[src/rtl/uart_tx_buffered_if.sv]
// Producer-side bus of the buffered UART transmitter: push handshake plus line/status outputs.
interface uart_tx_buffered_if #(
  parameter int WIDTH      = 8,
  parameter int FIFO_DEPTH = 4
);
  logic                                send;
  logic [WIDTH-1:0]                    dataIn;
  logic                                ready;
  logic                                dataOut;
  logic                                busy;
  logic [$clog2(FIFO_DEPTH+1)-1:0]     fifoCount;

  modport master (
    output send, dataIn,
    input  ready, dataOut, busy, fifoCount
  );

  modport slave (
    input  send, dataIn,
    output ready, dataOut, busy, fifoCount
  );
endinterface

[src/rtl/uart_tx_buffered.sv]
// UART transmitter with an input FIFO: start, LSB-first data, optional parity, 1-2 stop bits,
// frames sent back-to-back while words are queued.
module uart_tx_buffered #(
  parameter int WIDTH        = 8,
  parameter int CLKS_PER_BIT = 16,
  parameter int PARITY       = 0,
  parameter int STOP_BITS    = 1,
  parameter int FIFO_DEPTH   = 4
) (
  input  logic                 clk,
  input  logic                 reset,
  uart_tx_buffered_if.slave    txIf
);

  localparam int CNT_W  = $clog2(FIFO_DEPTH + 1);
  localparam int PTR_W  = $clog2(FIFO_DEPTH);
  localparam int BAUD_W = $clog2(CLKS_PER_BIT);
  localparam int BIT_W  = $clog2(WIDTH + 1);

  localparam logic [CNT_W-1:0]  DEPTH_C   = CNT_W'(FIFO_DEPTH);
  localparam logic [BAUD_W-1:0] BAUD_LAST = BAUD_W'(CLKS_PER_BIT - 1);
  localparam logic [BIT_W-1:0]  DATA_LAST = BIT_W'(WIDTH - 1);
  localparam logic [BIT_W-1:0]  STOP_LAST = BIT_W'(STOP_BITS - 1);

  if (PARITY < 0 || PARITY > 2) begin : gBadParity
    $error("uart_tx_buffered: PARITY must be 0, 1 or 2");
  end
  if (STOP_BITS != 1 && STOP_BITS != 2) begin : gBadStop
    $error("uart_tx_buffered: STOP_BITS must be 1 or 2");
  end
  if (FIFO_DEPTH < 2 || (FIFO_DEPTH & (FIFO_DEPTH - 1)) != 0) begin : gBadDepth
    $error("uart_tx_buffered: FIFO_DEPTH must be a power of 2 and >= 2");
  end
  if (WIDTH < 5 || CLKS_PER_BIT < 2) begin : gBadGeom
    $error("uart_tx_buffered: WIDTH must be >= 5 and CLKS_PER_BIT >= 2");
  end

  typedef enum logic [2:0] {
    S_IDLE,
    S_START,
    S_DATA,
    S_PARITY,
    S_STOP
  } state_t;

  logic [WIDTH-1:0] mem_q [FIFO_DEPTH];
  logic [PTR_W-1:0] wrPtr_q, rdPtr_q;
  logic [CNT_W-1:0] count_q;
  logic             push, pop;
  logic [WIDTH-1:0] headWord;

  state_t           state_q, state_d;
  logic [BAUD_W-1:0] baud_q, baud_d;
  logic [BIT_W-1:0] bitCnt_q, bitCnt_d;
  logic [WIDTH-1:0] shift_q, shift_d;
  logic             parBit_q, parBit_d;
  logic             dataOut_q, dataOut_d;
  logic             baudEnd;

  assign txIf.ready     = !reset && (count_q < DEPTH_C);
  assign push           = txIf.send && txIf.ready;
  assign headWord       = mem_q[rdPtr_q];
  assign baudEnd        = (baud_q == BAUD_LAST);
  assign txIf.dataOut   = dataOut_q;
  assign txIf.busy      = (state_q != S_IDLE);
  assign txIf.fifoCount = count_q;

  // Storage needs no reset: a slot is only read after a push has written it.
  always_ff @(posedge clk) begin
    if (push) begin
      mem_q[wrPtr_q] <= txIf.dataIn;
    end
  end

  always_ff @(posedge clk) begin
    if (reset) begin
      wrPtr_q <= '0;
      rdPtr_q <= '0;
      count_q <= '0;
    end else begin
      if (push) wrPtr_q <= wrPtr_q + 1'b1;
      if (pop)  rdPtr_q <= rdPtr_q + 1'b1;
      case ({push, pop})
        2'b10:   count_q <= count_q + 1'b1;
        2'b01:   count_q <= count_q - 1'b1;
        default: count_q <= count_q;
      endcase
    end
  end

  always_ff @(posedge clk) begin
    if (reset) begin
      state_q   <= S_IDLE;
      baud_q    <= '0;
      bitCnt_q  <= '0;
      shift_q   <= '0;
      parBit_q  <= 1'b0;
      dataOut_q <= 1'b1;
    end else begin
      state_q   <= state_d;
      baud_q    <= baud_d;
      bitCnt_q  <= bitCnt_d;
      shift_q   <= shift_d;
      parBit_q  <= parBit_d;
      dataOut_q <= dataOut_d;
    end
  end

  // dataOut_d is the line level for the bit period that begins at the coming edge.
  always_comb begin
    state_d   = state_q;
    baud_d    = baud_q;
    bitCnt_d  = bitCnt_q;
    shift_d   = shift_q;
    parBit_d  = parBit_q;
    dataOut_d = dataOut_q;
    pop       = 1'b0;

    if (state_q != S_IDLE) begin
      baud_d = baudEnd ? '0 : baud_q + 1'b1;
    end

    unique case (state_q)
      S_IDLE: begin
        dataOut_d = 1'b1;
        if (count_q != '0) begin
          pop       = 1'b1;
          shift_d   = headWord;
          parBit_d  = (PARITY == 1) ? ^headWord : ~^headWord;
          dataOut_d = 1'b0;
          baud_d    = '0;
          state_d   = S_START;
        end
      end
      S_START: begin
        if (baudEnd) begin
          dataOut_d = shift_q[0];
          shift_d   = shift_q >> 1;
          bitCnt_d  = '0;
          state_d   = S_DATA;
        end
      end
      S_DATA: begin
        if (baudEnd) begin
          if (bitCnt_q == DATA_LAST) begin
            bitCnt_d = '0;
            if (PARITY != 0) begin
              dataOut_d = parBit_q;
              state_d   = S_PARITY;
            end else begin
              dataOut_d = 1'b1;
              state_d   = S_STOP;
            end
          end else begin
            dataOut_d = shift_q[0];
            shift_d   = shift_q >> 1;
            bitCnt_d  = bitCnt_q + 1'b1;
          end
        end
      end
      S_PARITY: begin
        if (baudEnd) begin
          dataOut_d = 1'b1;
          bitCnt_d  = '0;
          state_d   = S_STOP;
        end
      end
      S_STOP: begin
        if (baudEnd) begin
          if (bitCnt_q == STOP_LAST) begin
            // Reload straight into the next start bit so queued frames leave no idle gap.
            if (count_q != '0) begin
              pop       = 1'b1;
              shift_d   = headWord;
              parBit_d  = (PARITY == 1) ? ^headWord : ~^headWord;
              dataOut_d = 1'b0;
              state_d   = S_START;
            end else begin
              dataOut_d = 1'b1;
              state_d   = S_IDLE;
            end
          end else begin
            bitCnt_d = bitCnt_q + 1'b1;
          end
        end
      end
      default: begin
        state_d   = S_IDLE;
        dataOut_d = 1'b1;
      end
    endcase
  end

endmodule
[src/flat_wrapper.sv]
// flat-port wrapper written by rule: the top's interface ports become plain ports
module uart_tx_buffered_flat 
#(
  parameter int WIDTH        = 8,
  parameter int CLKS_PER_BIT = 16,
  parameter int PARITY       = 0,
  parameter int STOP_BITS    = 1,
  parameter int FIFO_DEPTH   = 4
)
  (clk, reset, txIf_send, txIf_dataIn, txIf_ready, txIf_dataOut, txIf_busy, txIf_fifoCount);
  uart_tx_buffered_if #(.WIDTH(WIDTH), .FIFO_DEPTH(FIFO_DEPTH)) txIf_i ();
  input  logic clk;
  input  logic reset;
  input wire logic [$bits(txIf_i.send)-1:0] txIf_send;
  input wire logic [$bits(txIf_i.dataIn)-1:0] txIf_dataIn;
  output wire logic [$bits(txIf_i.ready)-1:0] txIf_ready;
  output wire logic [$bits(txIf_i.dataOut)-1:0] txIf_dataOut;
  output wire logic [$bits(txIf_i.busy)-1:0] txIf_busy;
  output wire logic [$bits(txIf_i.fifoCount)-1:0] txIf_fifoCount;
  assign txIf_i.send = txIf_send;
  assign txIf_i.dataIn = txIf_dataIn;
  assign txIf_ready = txIf_i.ready;
  assign txIf_dataOut = txIf_i.dataOut;
  assign txIf_busy = txIf_i.busy;
  assign txIf_fifoCount = txIf_i.fifoCount;
  uart_tx_buffered #(.WIDTH(WIDTH), .CLKS_PER_BIT(CLKS_PER_BIT), .PARITY(PARITY), .STOP_BITS(STOP_BITS), .FIFO_DEPTH(FIFO_DEPTH)) u_core (.clk(clk), .reset(reset), .txIf(txIf_i));
endmodule
[config.mk]
export PLATFORM = sky130hd
export DESIGN_NAME = uart_tx_buffered_flat
export DESIGN_NICKNAME = d
export VERILOG_FILES = /design/src/rtl/uart_tx_buffered_if.sv /design/src/rtl/uart_tx_buffered.sv /design/src/flat_wrapper.sv
export SDC_FILE = /design/constraint.sdc
export NUM_CORES = 1
export LEC_CHECK = 0
export ABC_AREA = 1
export BUFFER_PORTS_ARGS = -buffer_cell sky130_fd_sc_hd__buf_2
export CORE_UTILIZATION = 45
export CTS_CLUSTER_DIAMETER = 150
export DETAILED_ROUTE_END_ITERATION = 12
export HOLD_SLACK_MARGIN = 0.15
export PLACE_DENSITY_LB_ADDON = 0.3
export SKIP_CTS_REPAIR_TIMING = 1
export SLEW_MARGIN = 25
export SYNTH_ARGS = -nofsm -noshare
export SYNTH_HDL_FRONTEND = slang
export SYNTH_SLANG_ARGS = --single-unit
[constraint.sdc]
create_clock -name clk -period 4.3 [get_ports clk]
set_clock_uncertainty 0.1 [all_clocks]
set_input_delay 0.215 -clock clk [delete_from_list [all_inputs] [get_ports clk]]
set_output_delay 0.215 -clock clk [all_outputs]
set_load 0.01 [all_outputs]
==> results of run 1 <==
cell usage after synthesis (2+ instances only):
library cell	count	area, µm²
nor2_1	73	274.0
nand2_1	69	259.0
inv_1	33	123.9
edfxtp_1	32	960.9
dfxtp_1	29	580.6
o21ai_0	29	145.1
a21oi_1	17	85.08
ha_1	8	100.1
nand3_1	8	40.04
nand2_2	4	25.02
buf_2	3	15.01
clkbuf_1	2	7.510
nand2_4	2	22.52
nand3_2	2	20.02
nand4_1	2	12.51
nor2_2	2	12.51
nor2_4	2	22.52
logic make-up after synthesis:
logic type	synth area share, %
buf+inv	6.537
xor+xnor	0.6185
fa+ha+maj	4.240
flops	54.42
simple gates	25.80
compound gates	8.392
final timing paths:
path / to / slack [ps]
worst max-delay path: u_core.txIf.fifoCount[2] / 1860
worst min-delay path: u_core.wrPtr_q[1] / 230
worst max register to register: u_core.txIf.fifoCount[2] / 1860
worst min register to register: u_core.txIf.dataOut / 370
layer usage:
layer  vias to the layer above  global-route usage, %
li1                       1123                      -
met1                       964                  24.64
met2                        33                  25.92
met3                        12                  6.404
met4                         0                  8.036
met5                         -                      0
worst reg2reg max path, stage by stage, from the launching register on:
cell	delay, ps
dfxtp_1	370
ha_1	200
nand3_1	210
nand2_1	150
nand2_1	90
nor2_4	150
ha_1	170
inv_1	70
fa_1	390
a21oi_1	150
o21ai_0	110
xor2_1	140
nor2_1	50
power by group:
group	leakage, nW	total, mW	internal (mW)	switching (mW)
registers	0.528	0.765	0.703	0.0626
logic	0.759	0.832	0.293	0.539
clock network	0.0968	0.496	0.264	0.232
total	1.38	2.09	1.26	0.834
stage by stage:
stage	setup slack [ps]	utilization [%]	instances	power [mW]	instance area (µm²)
2_1_floorplan	2119	-	331	1.469	2833
3_3_place_gp	1992	49.44	415	1.588	2962
4_1_cts	1851	52.59	431	2.102	3151
5_1_grt	1623	54.09	440	2.283	3241
6_report	1859	54.09	440	2.094	3241
3_5_place_dp	1904	49.44	415	1.601	2962
state kept, by name (all words and copies together) (netlist names), named ones only:
signal and cells:
u_core.mem_q 32, u_core.shift_q 8, u_core.baud_q 4, u_core.bitCnt_q 4, u_core.state_q 3, u_core.txIf.fifoCount 3
u_core.rdPtr_q 2, u_core.wrPtr_q 2, u_core.txIf.dataOut 1
layout make-up:
class                      instances  area share (%)
clock buffer                       9           3.822
tap                               75           2.896
timing repair buffer              25           5.251
clock inverter                     7           2.008
inverter                          36           4.324
multi-input combinational        227           34.13
sequential                        61           47.57
==> impl_metrics.toml, run 1 <==
[worst_setup_path]
worstPathBufferInverterCount = 1
timing.critical_path.to_type = "register"
timing.critical_path.fanout_max = 6
critPathLaunchType = "register"
crit_chain = "ha_1, nand3_1, nand2_1, nand2_1, nor2_4, ha_1, inv_1, fa_1, a21oi_1, o21ai_0, xor2_1, nor2_1"
critical_path_class = "register to register"
crit_path_max_incr_delay_ps = 390
critical_path.reg2reg.startpoint = "u_core.baud_q[0]"
crit_start = "u_core.baud_q[0]"
critical_path_arrival_ps = 2580
crit_path_top_delay_cell = "fa_1"
critical_path.top_delay_family = "adder cells"
r2r_cells = 12
worstPathRequired_ps = 4440
crit_cells = 12

[routing]
routed-wl-met2_um = 2325
routed.top_layer = "met4"
routed-wl-met3_um = 191
routed_via_density = 4.845
drc = 0
initialDrtViolationCount = 103
drt_met1_wl_um = 2569
dr_total_vias = 2132
ant_nets = 0
drt_pre_antenna_iters = 4
wl_um = 5177
detail_route.wl_per_cell_um = 11.77

[global_route]
grt_usage_pct = 18.16
maximum_number_of_pins_on_one_net_before_global_route_repair = 20
via_count_of_the_first_global_routing_pass = 1899
grt-ovfl-total = 0
grt_antenna_before_repair = 0
global_route_wire_length_before_repair_um = 8749

[finish]
seq_area_um2 = 1541
synthToLayoutAreaGrowth_pct = 14.40
finish.net_count = 380
insertedDiodeCount = 0
fillCellCount = 523
final_layout_size_suffix_gt1_share_pct = 12.88
layout.cells.most_common = "nor2_1"
multiInputGateArea_um2 = 1106
mostFrequentLayoutCells = "nor2_1 (73), nand2_1 (69), inv_1 (33), edfxtp_1 (32)"

[timing]
finalCritPeriodShare_pct = 56.77
finalSetupViolations = 0
holdWs_ps = 234.9
slew_viol_final = 0
layout_min_cycle_time_ps = 2441
peak_freq_mhz = 409.6
grt_setup_unrepaired = "no"
totalNegativeSetupSlack_ps = 0
worst_pin_slew_ps = 758.6
timing_hold_violations_final = 0
max_slew_margin_pct = 49.24

[synthesis]
ys_seq_elements = 61
syn-num-nets = 351
synthesis.instances = 331
postSynth.topFlopCell = "edfxtp_1"
async_reset_ff_share_pct = 0
ys_seq_area_share_pct = 54.42
synth_enable_flop_cells = 32
synth.distinct_cells = 31
netlist_area_um2 = 2833
yosys_warnings = 0
synth_area_per_cell_um2 = 8.558

[place]
detailed_place_hpwl_um = 3407
portBuffers = 16
routabilityCongestion = 0.8376

[floorplan]
placeableCoreArea_um2 = 5991
ioPinCount = 17
starting_density_of_the_core_pct = 47.28
die-area_um2 = 6616
die_h_um = 81.34
x_dimension_of_the_die_um = 81.34
placementRows = 28

[clock_tree]
maximum_number_of_buffers_from_clock_root_to_sink = 2
clk_transition_reported_paths_ps = 70
cts_tree = "yes"
clk_root_buffer_cell = "clkbuf_8"
cts.htree.levels = 3
insertion_delay_ps = 340
cts_num_sinks = 61
tritoncts.num_buffers = 9

[worst_hold_path]
hold_path.startpoint = "txIf_send"
hold_path_class = "input pin to register"
hold_depth = 3

[outcome]
status = "complete, no violations"

[pwr]
vdd_drop_max_v = 0.0003494
standby_leakage_power_nw = 1.384
power_density_nw_per_um2 = 646.1

[run]
timing.max_cap.violations = 0
(Power assumes the default switching activity.)
==> run 2, diff against run 1 <==
clock period = 2.1 ns   (was 4.3 ns; I/O delays follow)
==> impl_metrics.toml, run 2 (synthesis results as in run 1) <==
[outcome]
status = "complete, no violations"

[pwr]
fin_total_pwr_mw = 4.609
standby_leakage_power_nw = 1.500
vdd_drop_max_v = 0.0009591
power_density_nw_per_um2 = 1329

[global_route]
grt-ovfl-total = 0
grt_usage_pct = 18.23
grt_antenna_before_repair = 0
maximum_number_of_pins_on_one_net_before_global_route_repair = 20
via_count_of_the_first_global_routing_pass = 1897
global_route_wire_length_before_repair_um = 8763

[finish]
mostFrequentLayoutCells = "nor2_1 (73), nand2_1 (66), edfxtp_1 (32), inv_1 (31), o21ai_0 (28)"
layout_top_registers = "u_core.mem_q (32), u_core.shift_q (8)"
insertedDiodeCount = 0
final_layout_size_suffix_gt1_share_pct = 20.00
fillCellCount = 506
post-route-cell-area_um2 = 3468
layout.cells.most_common = "nor2_1"
finish.net_count = 400
multiInputGateArea_um2 = 1162
largest_reg_flops = 32
finish.utilization_pct = 57.89
seq_area_um2 = 1545
top_register = "u_core.mem_q"
finish.cell_count_without_fillers = 460
synthToLayoutAreaGrowth_pct = 22.44

[routing]
initialDrtViolationCount = 102
ant_nets = 0
drt_pre_antenna_iters = 5
wl_um = 5507
dr_total_vias = 2216
routed_via_density = 4.817
detail_route.wl_per_cell_um = 11.97
drc = 0

[floorplan]
placeableCoreArea_um2 = 5991
x_dimension_of_the_die_um = 81.34
die-area_um2 = 6616
die_h_um = 81.34
starting_density_of_the_core_pct = 47.28
ioPinCount = 17
placementRows = 28

[run]
timing.max_cap.violations = 0

[clock_tree]
clk_transition_reported_paths_ps = 70
cts_num_sinks = 61
cts_tree = "yes"
tritoncts.num_buffers = 9
insertion_delay_ps = 340
maximum_number_of_buffers_from_clock_root_to_sink = 2
cts.htree.levels = 3
clk_root_buffer_cell = "clkbuf_8"

[timing]
peak_freq_mhz = 493.3
totalNegativeSetupSlack_ps = 0
timing_hold_violations_final = 0
finalCritPeriodShare_pct = 96.54
worst_pin_slew_ps = 555.6
max_slew_margin_pct = 62.73
final_setup_slack_of_the_worst_path_ps = 72.72
slew_viol_final = 0
holdWs_ps = 372.2
layout_min_cycle_time_ps = 2027
finalSetupViolations = 0

[worst_setup_path]
crit_cells = 13
crit_chain = "inv_2, ha_4, nand3_4, nand2_2, nand2_2, nor2_4, ha_1, inv_1, fa_2, a21oi_2, o21ai_1, xor2_1, nor2_1"
crit_path_max_incr_delay_ps = 350
timing.critical_path.fanout_max = 3
crit_top_cell = "nand2_2"
r2r_cells = 13
crit_path_top_delay_cell = "fa_2"
worstPathRequired_ps = 2270
cp-endpoint = "u_core.txIf.fifoCount[2]"
reg2reg_slack_ps = 70
crit_start = "u_core.bitCnt_q[1]"
worst_r2r_dst = "u_core.txIf.fifoCount[2]"
critPathLaunchType = "register"
critical_path.reg2reg.startpoint = "u_core.bitCnt_q[1]"
critical_path.top_delay_family = "adder cells"
worstPathBufferInverterCount = 2
critical_path_arrival_ps = 2200
critical_path_class = "register to register"
timing.critical_path.to_type = "register"

[place]
postPlaceCellArea_um2 = 3100
post-place-cells = 432
detailed_place_hpwl_um = 3517
routabilityCongestion = 0.7800
portBuffers = 16
worst_slack_placed_ps = -15.58

[worst_hold_path]
hold_path_class = "register to register"
[run 2: cell count changes in the layout (fill, tap and decap cells not counted), moves of 3 or more]
cell,change
nand2_2,+3
dfxtp_1,-3
clkinv_1,+3
dfxtp_2,+3
buf_4,+19
nand2_1,-3
[run 2: worst min-delay path by stage]
stage	slack [ps]	startpoint	depth (start not counted)	endpoint
detailed placement	220	txIf_dataIn[6]	1	u_core.mem_q[3][6]
global route	420	u_core.txIf.dataOut	2	u_core.txIf.dataOut
global placement	220	txIf_dataIn[4]	1	u_core.mem_q[2][4]
floorplan	100	txIf_dataIn[0]	0	u_core.mem_q[0][0]
CTS	-140	txIf_dataIn[6]	1	u_core.mem_q[3][6]
finish	370	u_core.txIf.dataOut	2	u_core.txIf.dataOut
[run 2: where the power goes]
group          switching, mW  internal, mW
Sequential             0.111          1.45
Clock                  0.438         0.649
Combinational           1.21         0.759
Total                   1.76          2.85
[run 2: routing by layer]
layer / GRT usage [%] / vias up / part of all wire [%]
met5: 0 / - / 0
met4: 10.71 / 0 / 1.5
met3: 4.382 / 9 / 4.0
met2: 27.00 / 39 / 48
met1: 24.07 / 1005 / 47
li1: - / 1163 / -
[run 2: cell type report]
type,count,share of cell area [%]
clock inverters,7,2.309
clock buffers,9,3.571
repair buffers,45,9.307
well taps,75,2.706
flip-flops and latches,61,44.55
inverters,36,4.040
multi-input cells,227,33.51
[run 2: worst register-to-register path, stage by stage (launching register included)]
cell and delay [ps]:
dfxtp_1 330, inv_2 80, ha_4 150, nand3_4 90, nand2_2 70, nand2_2 60, nor2_4 90, ha_1 140
inv_1 60, fa_2 350, a21oi_2 130, o21ai_1 80, xor2_1 140, nor2_1 110
==> run 3, diff against run 2 <==
--- a/config.mk
+++ b/config.mk
@@ -8,5 +8,5 @@
 export ABC_AREA = 1
 export BUFFER_PORTS_ARGS = -buffer_cell sky130_fd_sc_hd__buf_2
-export CORE_UTILIZATION = 45
+export CORE_UTILIZATION = 54
 export CTS_CLUSTER_DIAMETER = 150
 export DETAILED_ROUTE_END_ITERATION = 12
==> constraint.sdc (replaced) <==
create_clock -name clk -period 2.1 [get_ports clk]
set_clock_uncertainty 0.1 [all_clocks]
set_input_delay 0.42 -clock clk [delete_from_list [all_inputs] [get_ports clk]]
set_output_delay 0.42 -clock clk [all_outputs]
set_load 0.01 [all_outputs]
==> impl_metrics.toml, run 3 (synthesis results as in run 1) <==
[clock_tree]
tritoncts.num_buffers = 9
cts_num_sinks = 61
clk_transition_reported_paths_ps = 60
cts_tree = "yes"
maximum_number_of_buffers_from_clock_root_to_sink = 2
clk_root_buffer_cell = "clkbuf_8"
cts.htree.levels = 3
insertion_delay_ps = 340

[floorplan]
ioPinCount = 17
placeableCoreArea_um2 = 4880
die-area_um2 = 5539
die_h_um = 74.43
x_dimension_of_the_die_um = 74.43
placementRows = 25
starting_density_of_the_core_pct = 58.05

[finish]
synthToLayoutAreaGrowth_pct = 20.63
layout_top_registers = "u_core.mem_q (32), u_core.shift_q (8)"
insertedDiodeCount = 0
finish.utilization_pct = 70.03
finish.net_count = 394
layout.cells.most_common = "nor2_1"
mostFrequentLayoutCells = "nor2_1 (73), nand2_1 (65), edfxtp_1 (32), inv_1 (30), o21ai_0 (28)"
largest_reg_flops = 32
top_register = "u_core.mem_q"
fillCellCount = 381
final_layout_size_suffix_gt1_share_pct = 22.96

[pwr]
power_density_nw_per_um2 = 1368
standby_leakage_power_nw = 1.484
fin_total_pwr_mw = 4.673
vdd_drop_max_v = 0.001029

[place]
routabilityCongestion = 0.8319
detailed_place_hpwl_um = 3626
portBuffers = 16

[worst_setup_path]
crit_chain = "inv_1, nand3_1, nand2_2, nor2_4, ha_1, inv_2, fa_2, a21oi_2, o21ai_1, xor2_1, nor2_1"
critPathLaunchType = "register"
critical_path_class = "register to register"
crit_path_max_incr_delay_ps = 370
timing.critical_path.to_type = "register"
critical_path_arrival_ps = 2220
critical_path.reg2reg.startpoint = "u_core.txIf.fifoCount[1]"
reg2reg_slack_ps = 60
crit_path_top_delay_cell = "dfxtp_1"
timing.critical_path.fanout_max = 3
critical_path.top_delay_family = "adder cells"
r2r_cells = 11
worstPathRequired_ps = 2270
worst_r2r_dst = "u_core.txIf.fifoCount[2]"
worstPathBufferInverterCount = 2

[global_route]
globalRouteMet3Util_pct = 5.285
met1_usage_pct = 28.24
grt_usage_pct = 22.32
maximum_number_of_pins_on_one_net_before_global_route_repair = 18
global_route_wire_length_before_repair_um = 8990
grt_most_used_layer = "met2"
grt_antenna_before_repair = 0
grt-ovfl-total = 0
globalRouteMet2Util_pct = 35.94
via_count_of_the_first_global_routing_pass = 2096

[worst_hold_path]
hold_path_class = "input pin to register"
hold_path.startpoint = "txIf_dataIn[1]"
timing.hold.worst_endpoint = "u_core.mem_q[0][1]"
hold_depth = 1

[timing]
finalSetupViolations = 0
layout_min_cycle_time_ps = 2041
slew_viol_final = 0
worst_pin_slew_ps = 424.6
holdWs_ps = 191.8
peak_freq_mhz = 490.0
grt_setup_unrepaired = "yes"
max_slew_margin_pct = 71.66
finalCritPeriodShare_pct = 97.19
timing_hold_violations_final = 0

[routing]
drc = 0
drt_pre_antenna_iters = 4
dr_total_vias = 2255
wl_um = 5747
routed_via_density = 5.056
ant_nets = 0
detail_route.wl_per_cell_um = 12.89
initialDrtViolationCount = 158

[outcome]
status = "complete, no violations"

[run]
timing.max_cap.violations = 0
[run 3: cell types whose count changed in the layout (fill, tap and decap cells not counted), sizes merged]
cell         delta
buf             +4
clkbuf          +3
dlygate4sd3    -10
clkinv          -4
clkinvlp        +1
[run 3: worst max path at each step]
stage / startpoint / endpoint / slack (ps) / cells past startpoint
CTS: u_core.bitCnt_q[0] / u_core.txIf.fifoCount[2] / -40 / 13
finish: u_core.txIf.fifoCount[1] / u_core.txIf.fifoCount[2] / 60 / 11
global route: u_core.bitCnt_q[1] / u_core.txIf.fifoCount[2] / -40 / 13
global placement: u_core.bitCnt_q[0] / u_core.txIf.fifoCount[2] / 60 / 13
detailed placement: u_core.bitCnt_q[0] / u_core.txIf.fifoCount[2] / -20 / 13
floorplan: u_core.state_q[1] / u_core.txIf.fifoCount[2] / 20 / 12
[run 3: layer usage]
layer | routed length (µm) | up-vias
met5 | 0 | -
li1 | - | 1153
met3 | 332 | 13
met1 | 2511 | 1026
met4 | 119 | 0
met2 | 2783 | 63
[run 3: final cells by class]
class	instances	area, µm²	share of cell area [%]
repair buffers	39	252.7	7.397
well taps	67	83.83	2.453
flip-flops and latches	61	1553	45.44
multi-input cells	227	1170	34.24
clock buffers	12	145.1	4.248
inverters	36	140.1	4.101
clock inverters	4	72.57	2.124
[run 3: where the power goes]
| part | internal [mW] | total [mW] | leakage, nW | switching, mW |
|---|---|---|---|---|
| Clock | 0.699 | 1.13 | 0.107 | 0.430 |
| Sequential | 1.45 | 1.55 | 0.531 | 0.104 |
| Combinational | 0.739 | 1.99 | 0.846 | 1.25 |
| Total | 2.89 | 4.67 | 1.48 | 1.79 |
[run 3: through the flow]
stage	area, µm²	instances	TNS (ps)	setup WS [ps]
after floorplan	2844	331	0	15.82
after global placement	3098	425	0	62.96
after detailed placement	3098	425	-23.55	-23.55
after CTS	3316	441	-36.83	-36.83
after global routing	3417	446	-37.51	-37.51
final	3417	446	0	59.07
